===== src/rtl/mem_access_stage.sv =====
// mem_access_stage: Q103H memory-access stage.
// Builds a word-aligned data-memory request with byte enables from the ALU address,
// store data and memory controls, holds it stable across wait states while stalling
// the pipeline, and aligns/extends returned load data into the Q104H register.
// Optional feature macro: MEM_MISALIGN_CHK_EN (misaligned H/W accesses are suppressed
// and flagged on misalign_Q103H; when undefined, misalign_Q103H is tied 0 and
// surplus low address bits are ignored).

typedef struct packed {
    logic ready_Q103H;
    logic dmem_wr_en_Q103H;
    logic dmem_rd_en_Q103H;
} t_ma_ctrl;

typedef struct packed {
    logic [31:0] address;
    logic [3:0]  byte_en;
    logic [31:0] wr_data;
    logic        wr_en;
    logic        rd_en;
} t_core2mem_req;

module mem_access_stage #(
    parameter int ADDR_W = 32
) (
    input  logic          clk,
    input  logic          rst,
    input  logic          valid_Q103H,
    input  t_ma_ctrl      ma_ctrl,
    input  logic [2:0]    funct3_Q103H,
    input  logic [31:0]   alu_out_Q103H,
    input  logic [31:0]   rs2_data_Q103H,
    output t_core2mem_req core2mem_req,
    input  logic          mem_ack,
    input  logic [31:0]   mem_rd_data,
    output logic          stall_Q103H,
    output logic [31:0]   dmem_rd_data_Q104H,
    output logic          misalign_Q103H
);

    typedef enum logic {
        ST_IDLE = 1'b0,
        ST_WAIT = 1'b1
    } t_state;

    // Everything needed to keep driving the request and to extract the load
    // result once the memory finally acks.
    typedef struct packed {
        t_core2mem_req req;
        logic [2:0]    funct3;
        logic [1:0]    off;
    } t_hold;

    // funct3[1:0] encodes the access size: 00 byte, 01 halfword, otherwise word.
    function automatic logic [3:0] calc_byte_en(input logic [2:0] f3, input logic [1:0] off);
        logic [3:0] be;
        case (f3[1:0])
            2'b00:   be = 4'b0001 << off;
            2'b01:   be = 4'b0011 << {off[1], 1'b0};
            default: be = 4'b1111;
        endcase
        return be;
    endfunction

    // Store data is replicated across lanes so the byte enables alone pick the target.
    function automatic logic [31:0] calc_wr_data(input logic [2:0] f3, input logic [31:0] rs2);
        logic [31:0] wd;
        case (f3[1:0])
            2'b00:   wd = {4{rs2[7:0]}};
            2'b01:   wd = {2{rs2[15:0]}};
            default: wd = rs2;
        endcase
        return wd;
    endfunction

    // Select the addressed byte/halfword lane and sign- or zero-extend it.
    function automatic logic [31:0] load_extract(input logic [2:0] f3, input logic [1:0] off,
                                                 input logic [31:0] word);
        logic [7:0]  b;
        logic [15:0] h;
        logic [31:0] res;
        b = word[{off, 3'b000} +: 8];
        h = word[{off[1], 4'b0000} +: 16];
        case (f3)
            3'b000:  res = {{24{b[7]}}, b};
            3'b100:  res = {24'd0, b};
            3'b001:  res = {{16{h[15]}}, h};
            3'b101:  res = {16'd0, h};
            default: res = word;
        endcase
        return res;
    endfunction

    t_state        r_state;
    t_state        w_state_nxt;
    t_hold         r_hold;
    logic [1:0]    w_off;
    logic [ADDR_W-1:0] w_addr_aligned;
    logic          w_access;
    logic          w_misalign;
    logic          w_issue;
    t_core2mem_req w_live_req;
    logic [2:0]    w_sel_f3;
    logic [1:0]    w_sel_off;
    logic          w_load_done;

    assign w_off          = alu_out_Q103H[1:0];
    assign w_addr_aligned = {alu_out_Q103H[ADDR_W-1:2], 2'b00};
    assign w_access       = valid_Q103H & ma_ctrl.ready_Q103H &
                            (ma_ctrl.dmem_wr_en_Q103H | ma_ctrl.dmem_rd_en_Q103H);

`ifdef MEM_MISALIGN_CHK_EN
    // Halfword on an odd byte or word off a word boundary is refused outright.
    assign w_misalign = w_access &
                        (((funct3_Q103H[1:0] == 2'b01) & w_off[0]) |
                         ((funct3_Q103H[1:0] == 2'b10) & (w_off != 2'b00)));
`else
    assign w_misalign = 1'b0;
`endif

    assign w_issue = w_access & ~w_misalign;

    // Request as seen live from Q103H; enables only assert on a real issue.
    always_comb begin
        w_live_req.address = w_addr_aligned;
        w_live_req.byte_en = calc_byte_en(funct3_Q103H, w_off);
        w_live_req.wr_data = calc_wr_data(funct3_Q103H, rs2_data_Q103H);
        w_live_req.wr_en   = w_issue & ma_ctrl.dmem_wr_en_Q103H;
        w_live_req.rd_en   = w_issue & ma_ctrl.dmem_rd_en_Q103H;
    end

    // Next state, request mux, stall and load-completion decode.
    always_comb begin
        // NOTE: every output of this block gets a default first so no path
        // leaves a variable unassigned, which would otherwise infer a latch.
        w_state_nxt    = r_state;
        core2mem_req   = w_live_req;
        w_sel_f3       = funct3_Q103H;
        w_sel_off      = w_off;
        w_load_done    = 1'b0;
        stall_Q103H    = 1'b0;
        misalign_Q103H = 1'b0;
        case (r_state)
            ST_IDLE: begin
                misalign_Q103H = w_misalign;
                if (w_issue) begin
                    if (mem_ack) begin
                        w_load_done = w_live_req.rd_en;
                    end else begin
                        w_state_nxt = ST_WAIT;
                        stall_Q103H = 1'b1;
                    end
                end
            end
            ST_WAIT: begin
                core2mem_req = r_hold.req;
                w_sel_f3     = r_hold.funct3;
                w_sel_off    = r_hold.off;
                if (mem_ack) begin
                    w_state_nxt = ST_IDLE;
                    w_load_done = r_hold.req.rd_en;
                end else begin
                    stall_Q103H = 1'b1;
                end
            end
            default: w_state_nxt = ST_IDLE;
        endcase
        // Reset abandons any request in flight: nothing may reach memory this cycle.
        if (rst) begin
            w_state_nxt        = ST_IDLE;
            core2mem_req.wr_en = 1'b0;
            core2mem_req.rd_en = 1'b0;
            stall_Q103H        = 1'b0;
            misalign_Q103H     = 1'b0;
            w_load_done        = 1'b0;
        end
    end

    // FSM state register.
    always_ff @(posedge clk) begin
        // NOTE: sequential state uses non-blocking assignments so every register
        // samples pre-edge values regardless of block ordering.
        if (rst) begin
            r_state <= ST_IDLE;
        end else begin
            r_state <= w_state_nxt;
        end
    end

    // Holding register captures the request when memory does not ack on issue.
    always_ff @(posedge clk) begin
        // NOTE: the holding register is reset explicitly so that no stale enable
        // can be replayed after reset; it is a handful of flops, not a RAM.
        if (rst) begin
            r_hold <= '0;
        end else if ((r_state == ST_IDLE) && w_issue && !mem_ack) begin
            r_hold.req    <= w_live_req;
            r_hold.funct3 <= funct3_Q103H;
            r_hold.off    <= w_off;
        end
    end

    // Q104H load result: updates only when a load completes.
    always_ff @(posedge clk) begin
        if (rst) begin
            dmem_rd_data_Q104H <= '0;
        end else if (w_load_done) begin
            dmem_rd_data_Q104H <= load_extract(w_sel_f3, w_sel_off, mem_rd_data);
        end
    end

endmodule


===== config.mk =====
export PLATFORM = sky130hd
export DESIGN_NAME = mem_access_stage
export DESIGN_NICKNAME = d
export VERILOG_FILES = /design/src/rtl/mem_access_stage.sv
export SDC_FILE = /design/constraint.sdc
export NUM_CORES = 1
export LEC_CHECK = 0
export ABC_AREA = 1
export CAP_MARGIN = 30
export CORE_UTILIZATION = 58
export CTS_BUF_LIST = sky130_fd_sc_hd__clkbuf_8
export DETAILED_ROUTE_END_ITERATION = 10
export DONT_BUFFER_PORTS = 1
export MAX_ROUTING_LAYER = met4
export PLACE_DENSITY = 0.76
export SLEW_MARGIN = 20
export SYNTH_ARGS = -nofsm -noshare
export SYNTH_HDL_FRONTEND = slang
export SYNTH_SLANG_ARGS = --single-unit

===== constraint.sdc =====
create_clock -name clk -period 1.4 [get_ports clk]
set_clock_uncertainty 0.2 [all_clocks]
set_input_delay 0.07 -clock clk [delete_from_list [all_inputs] [get_ports clk]]
set_output_delay 0.07 -clock clk [all_outputs]
set_load 0.1 [all_outputs]

==> metrics, run 1 <==
CTS root buffer=clkbuf_8; Error=[ERROR DPL-0038] Utilization greater than 100%, impossible to legalize; PortBufs=0; Synth area leader=dfxtp_1; H-Tree Depth=3; Synth Cell Area=roughly 0.006 mm^2; Post-CTS Setup Inserts=15; cts hold-fix bufs=86; routability congestion estimate=0.9299; maximum buffer depth of the clock tree=2; sequential-to-total area share from yosys stat=between 30% and 40%; Syn Area/Cell=6.549 um^2; total clock sinks=106; Area after DPL=0.008163 mm^2; post-cts sizing count=~150; Die Y=102.5 um; library cells used by synthesis=32; status=aborted with a tool error; Last stage=clock tree synthesis; post-synth top area share=~36%; Die W=102.5 um; register bit total from synthesis=106; IO Pins=210; Synth Instances=894; synth warn=0; top cells by area, synth=dfxtp_1 36%, o21ai_0 14%, nand2_1 13%; CTS buffer count=9; Final HPWL DP=13360 um; Starting Density=between 50% and 60%; std cell rows=36
synth_stat cells (all sizes together):
library cell    n
nor3            1
a211oi          1
a21boi          1
dfxtp         106
nand4           2
nand3          37
a21oi          76
nand2         217
inv           120
o211ai          8
clkbuf         28
or2             2
o21ai         169
nor2           76
conb            1
o21a           16
buf            33
metrics by stage:
stage | setup slack [ns] | cells
after global placement | -0.2948 | 1103
after floorplan | -1.776 | 896
after detailed placement | -0.3940 | 1103
cell families after synthesis:
logic type | count (synthesis) | share of synthesized area [%]
and+or+nand+nor | 335 | 25.41
AOI/OAI and AO/OA | 271 | 24.73
buffers and inverters | 181 | 13.55
DFF | 106 | 36.25
other | 1 | 0.06405
==> run 2, diff against run 1 <==
--- a/config.mk
+++ b/config.mk
@@ -7,12 +7,10 @@
 export LEC_CHECK = 0
 export ABC_AREA = 1
 export CAP_MARGIN = 30
-export CORE_UTILIZATION = 58
-export CTS_BUF_LIST = sky130_fd_sc_hd__clkbuf_8
+export CORE_UTILIZATION = 40
 export DETAILED_ROUTE_END_ITERATION = 10
 export DONT_BUFFER_PORTS = 1
-export MAX_ROUTING_LAYER = met4
-export PLACE_DENSITY = 0.76
+export PLACE_DENSITY_LB_ADDON = 0.15
 export SLEW_MARGIN = 20
 export SYNTH_ARGS = -nofsm -noshare
 export SYNTH_HDL_FRONTEND = slang
==> constraint.sdc (replaced) <==
create_clock -name clk -period 1.8 [get_ports clk]
set_clock_uncertainty 0.2 [all_clocks]
set_input_delay 0.09 -clock clk [delete_from_list [all_inputs] [get_ports clk]]
set_output_delay 0.09 -clock clk [all_outputs]
set_load 0.1 [all_outputs]
==> metrics, run 2 <==
status=complete, but fails checks; failing checks=negative setup slack; endpoints failing hold=0; measured slew at the worst slew-check pin=0.5687 ns; Hold WC Path Type=primary input to flip-flop; std cell rows=43 (+19%); Area after DPL=0.007926 mm^2 (-2.9%); first-pass GRT wire length=~31000 um; CP max stage delay=between 0.3 and 0.4 ns; largest registers=r_hold (73), dmem_rd_data_Q104H (32), r_state (1); Synth area leader=dfxtp_1; Total Wirelength=20790 um; H-Tree Depth=3 (unchanged); CTS root buffer=clkbuf_16; RSZ-0062 raised after global routing=true; Synth Instances=894 (unchanged); share of cells above drive strength 1=24.54%; WS Path Type=flip-flop to output pin; overall routing resource usage=26.45%; WL met2=approximately 10000 um; antenna viol nets, final=0; IO Pins=210 (unchanged); met3 routed WL=1516 um; most instantiated library cell after synthesis=nand2_1; EDFF count, synth=0 (unchanged); library cells used by synthesis=32 (unchanged); Clock power frac=28.8%; Post-synth top cells=207 x nand2_1, 161 x o21ai_0, 114 x inv_1, 106 x dfxtp_1, 76 x a21oi_1; sw frac=between 30% and 40%; clk_lat worst skew=0.34 ns; CTS buffer count=9 (unchanged); Tcrit/Tclk final=101.8%; CP max FO=24; max FFs per register=73; final instance area=0.009741 mm^2; Die W=123.0 um (+20%); reg2reg end=dmem_rd_data_Q104H[24]; Synth Cell Area=0.005854 mm^2 (unchanged); CP required=1.51 ns; fmax=545.5 MHz; top cells by area, synth=dfxtp_1 36%, o21ai_0 14%, nand2_1 13%; Nets=1197; Min-Delay Startpoint=mem_rd_data[22]; Power Internal=4660 uW; clk slew on worst S/H paths=0.07 ns; Top Metal Used=met4; die area=~0.015 mm^2; Comb power frac=37.8%; GRT Residual Overflow=0; power density over the cells=~760 mW/mm^2; leakage=0.004246 uW; Starting Density=41.53% (-18 points); Largest Register=r_hold; cells along the critical path=inv_8, buf_16, nand2_1, o21ai_2, buf_12; crit path capture type=output pin; Final Setup Violations=3; Worst R2R Start=r_state; Design Power=between 7000 and 8000 uW; post-synth top area share=36.25% (unchanged); Syn Area/Cell=6.549 um^2 (unchanged); initial antenna violation count=0; DR pass1 iterations=7; peak supply drop=0.0004716 V; P_sw=2771 uW; Final HPWL DP=12910 um (-3.4%); PortBufs=0 (unchanged); r2r worst-path depth=10; most common cell after layout, fill and taps aside=nand2_1; final worst setup slack=-0.03305 ns; largest net degree at the start of global routing=67; vias per cell=between 5 and 6; CTS tree=yes; WHS Endpoint=dmem_rd_data_Q104H[22]; max_slew headroom=62.09%; Ant. Diodes=0; crit start category=flip-flop; utilization after layout=slightly below 70%; register bit total from synthesis=106 (unchanged); sequential-to-total area share from yosys stat=36.25% (unchanged); Top FF cell, synth=dfxtp_1; DRC viols=0; max-cap violation count=0; 1st-iter DRT viols=~480; Area Growth Syn to Fin=66.38%; routed via count=6719; fin crit period=1.833 ns; maximum buffer depth of the clock tree=2 (unchanged); Core Region=0.01410 mm^2; Crit path arrival time=1.54 ns; fin. max-slew vios=0; Hold Path Depth=6; Slowest-stage cell, CP=dfxtp_4; met1 WL=8453 um; WL/cell=about 16 um; Die Y=123.0 um (+20%); vias in the first global route=6291; total clock sinks=106 (unchanged); FFs w/ async S/R, synth=0% (unchanged); r2r setup slk=0 ns; synth warn=0 (unchanged); routability congestion estimate=0.9265 (-0.37%); commonest non-fill, non-tap cells in the layout=205 x nand2_1, 118 x dlygate4sd3_1, 112 x inv_1; part of the power in registers=around 33%
## run 2: cell counts after synthesis
Identical to the previous run, type by type.
## run 2: logic make-up after synthesis
kind of cell,count (synthesis),synth area share (%)
simple gates,335,25.41
buf+inv,181,13.55
flops,106,36.25
other cells,1,0.06405
compound gates,271,24.73
## run 2: through the flow
stage,hold slack (ns),worst slack [ns],TNS (ns),cells
final,0.009010,-0.03305,-0.04729,1276
after global routing,0.02788,-0.07597,-1.189,1276
after CTS,0.0008698,-0.03175,-0.8882,1272
after detailed placement,-0.03662,0.03353,0,1135
after global placement,-0.03904,0.05292,0,1135
after floorplan,-0.04093,-1.393,-86.98,896
## run 2: metal layers
layer,vias to the layer above,global-route usage [%]
met4,0,11.45
met1,3125,32.62
met5,-,0
met3,54,5.858
li1,3249,-
met2,291,44.21
## run 2: repair_timing
| action | 4_1_cts | 5_1_grt |
|---|---|---|
| hold buffers | 119 | 0 |
| setup endpoints to repair | 65 | 97 |
| pin swaps | 2 | 1 |
| hold endpoints to repair | 104 | 0 |
| cloned | 1 | 4 |
| resized for setup | 13 | 26 |
| setup buffers | 1 | 0 |
## run 2: layout make-up
cell class	count	area, um^2
Clock buffer	10	239.0
Clock inverter	6	87.58
Fill cell	1091	4355
Inverter	120	467.9
Multi-Input combinational cell	610	3437
Sequential cell	106	2126
Tap cell	180	225.2
Timing Repair Buffer	244	3158
## run 2: critical path: cells and delay by family, from the launching register on
family          cells  cell delay (ns)
simple gates        1             0.11
buf+inv             3             0.59
compound gates      1             0.12
flops               1             0.37
## run 2: worst max-delay path by stage
stage,startpoint,end,slack (ns)
floorplan,r_state,core2mem_req[10],-1.39
global placement,r_state,dmem_rd_data_Q104H[0],0.05
detailed placement,r_state,dmem_rd_data_Q104H[0],0.03
CTS,r_state,core2mem_req[17],-0.03
global route,r_state,core2mem_req[30],-0.08
finish,r_state,core2mem_req[30],-0.03
## run 2: power by group through the flow
stage / combinational [uW] / clock [uW] / sequential (uW)
2_1_floorplan: 1500 / 0 / 2690
4_1_cts: 2740 / 2190 / 2480
3_5_place_dp: 2460 / 0 / 2540
5_1_grt: 2940 / 2290 / 2490
6_report: 2810 / 2140 / 2480
3_3_place_gp: 2440 / 0 / 2530
Power figures use the tool's default switching activity.
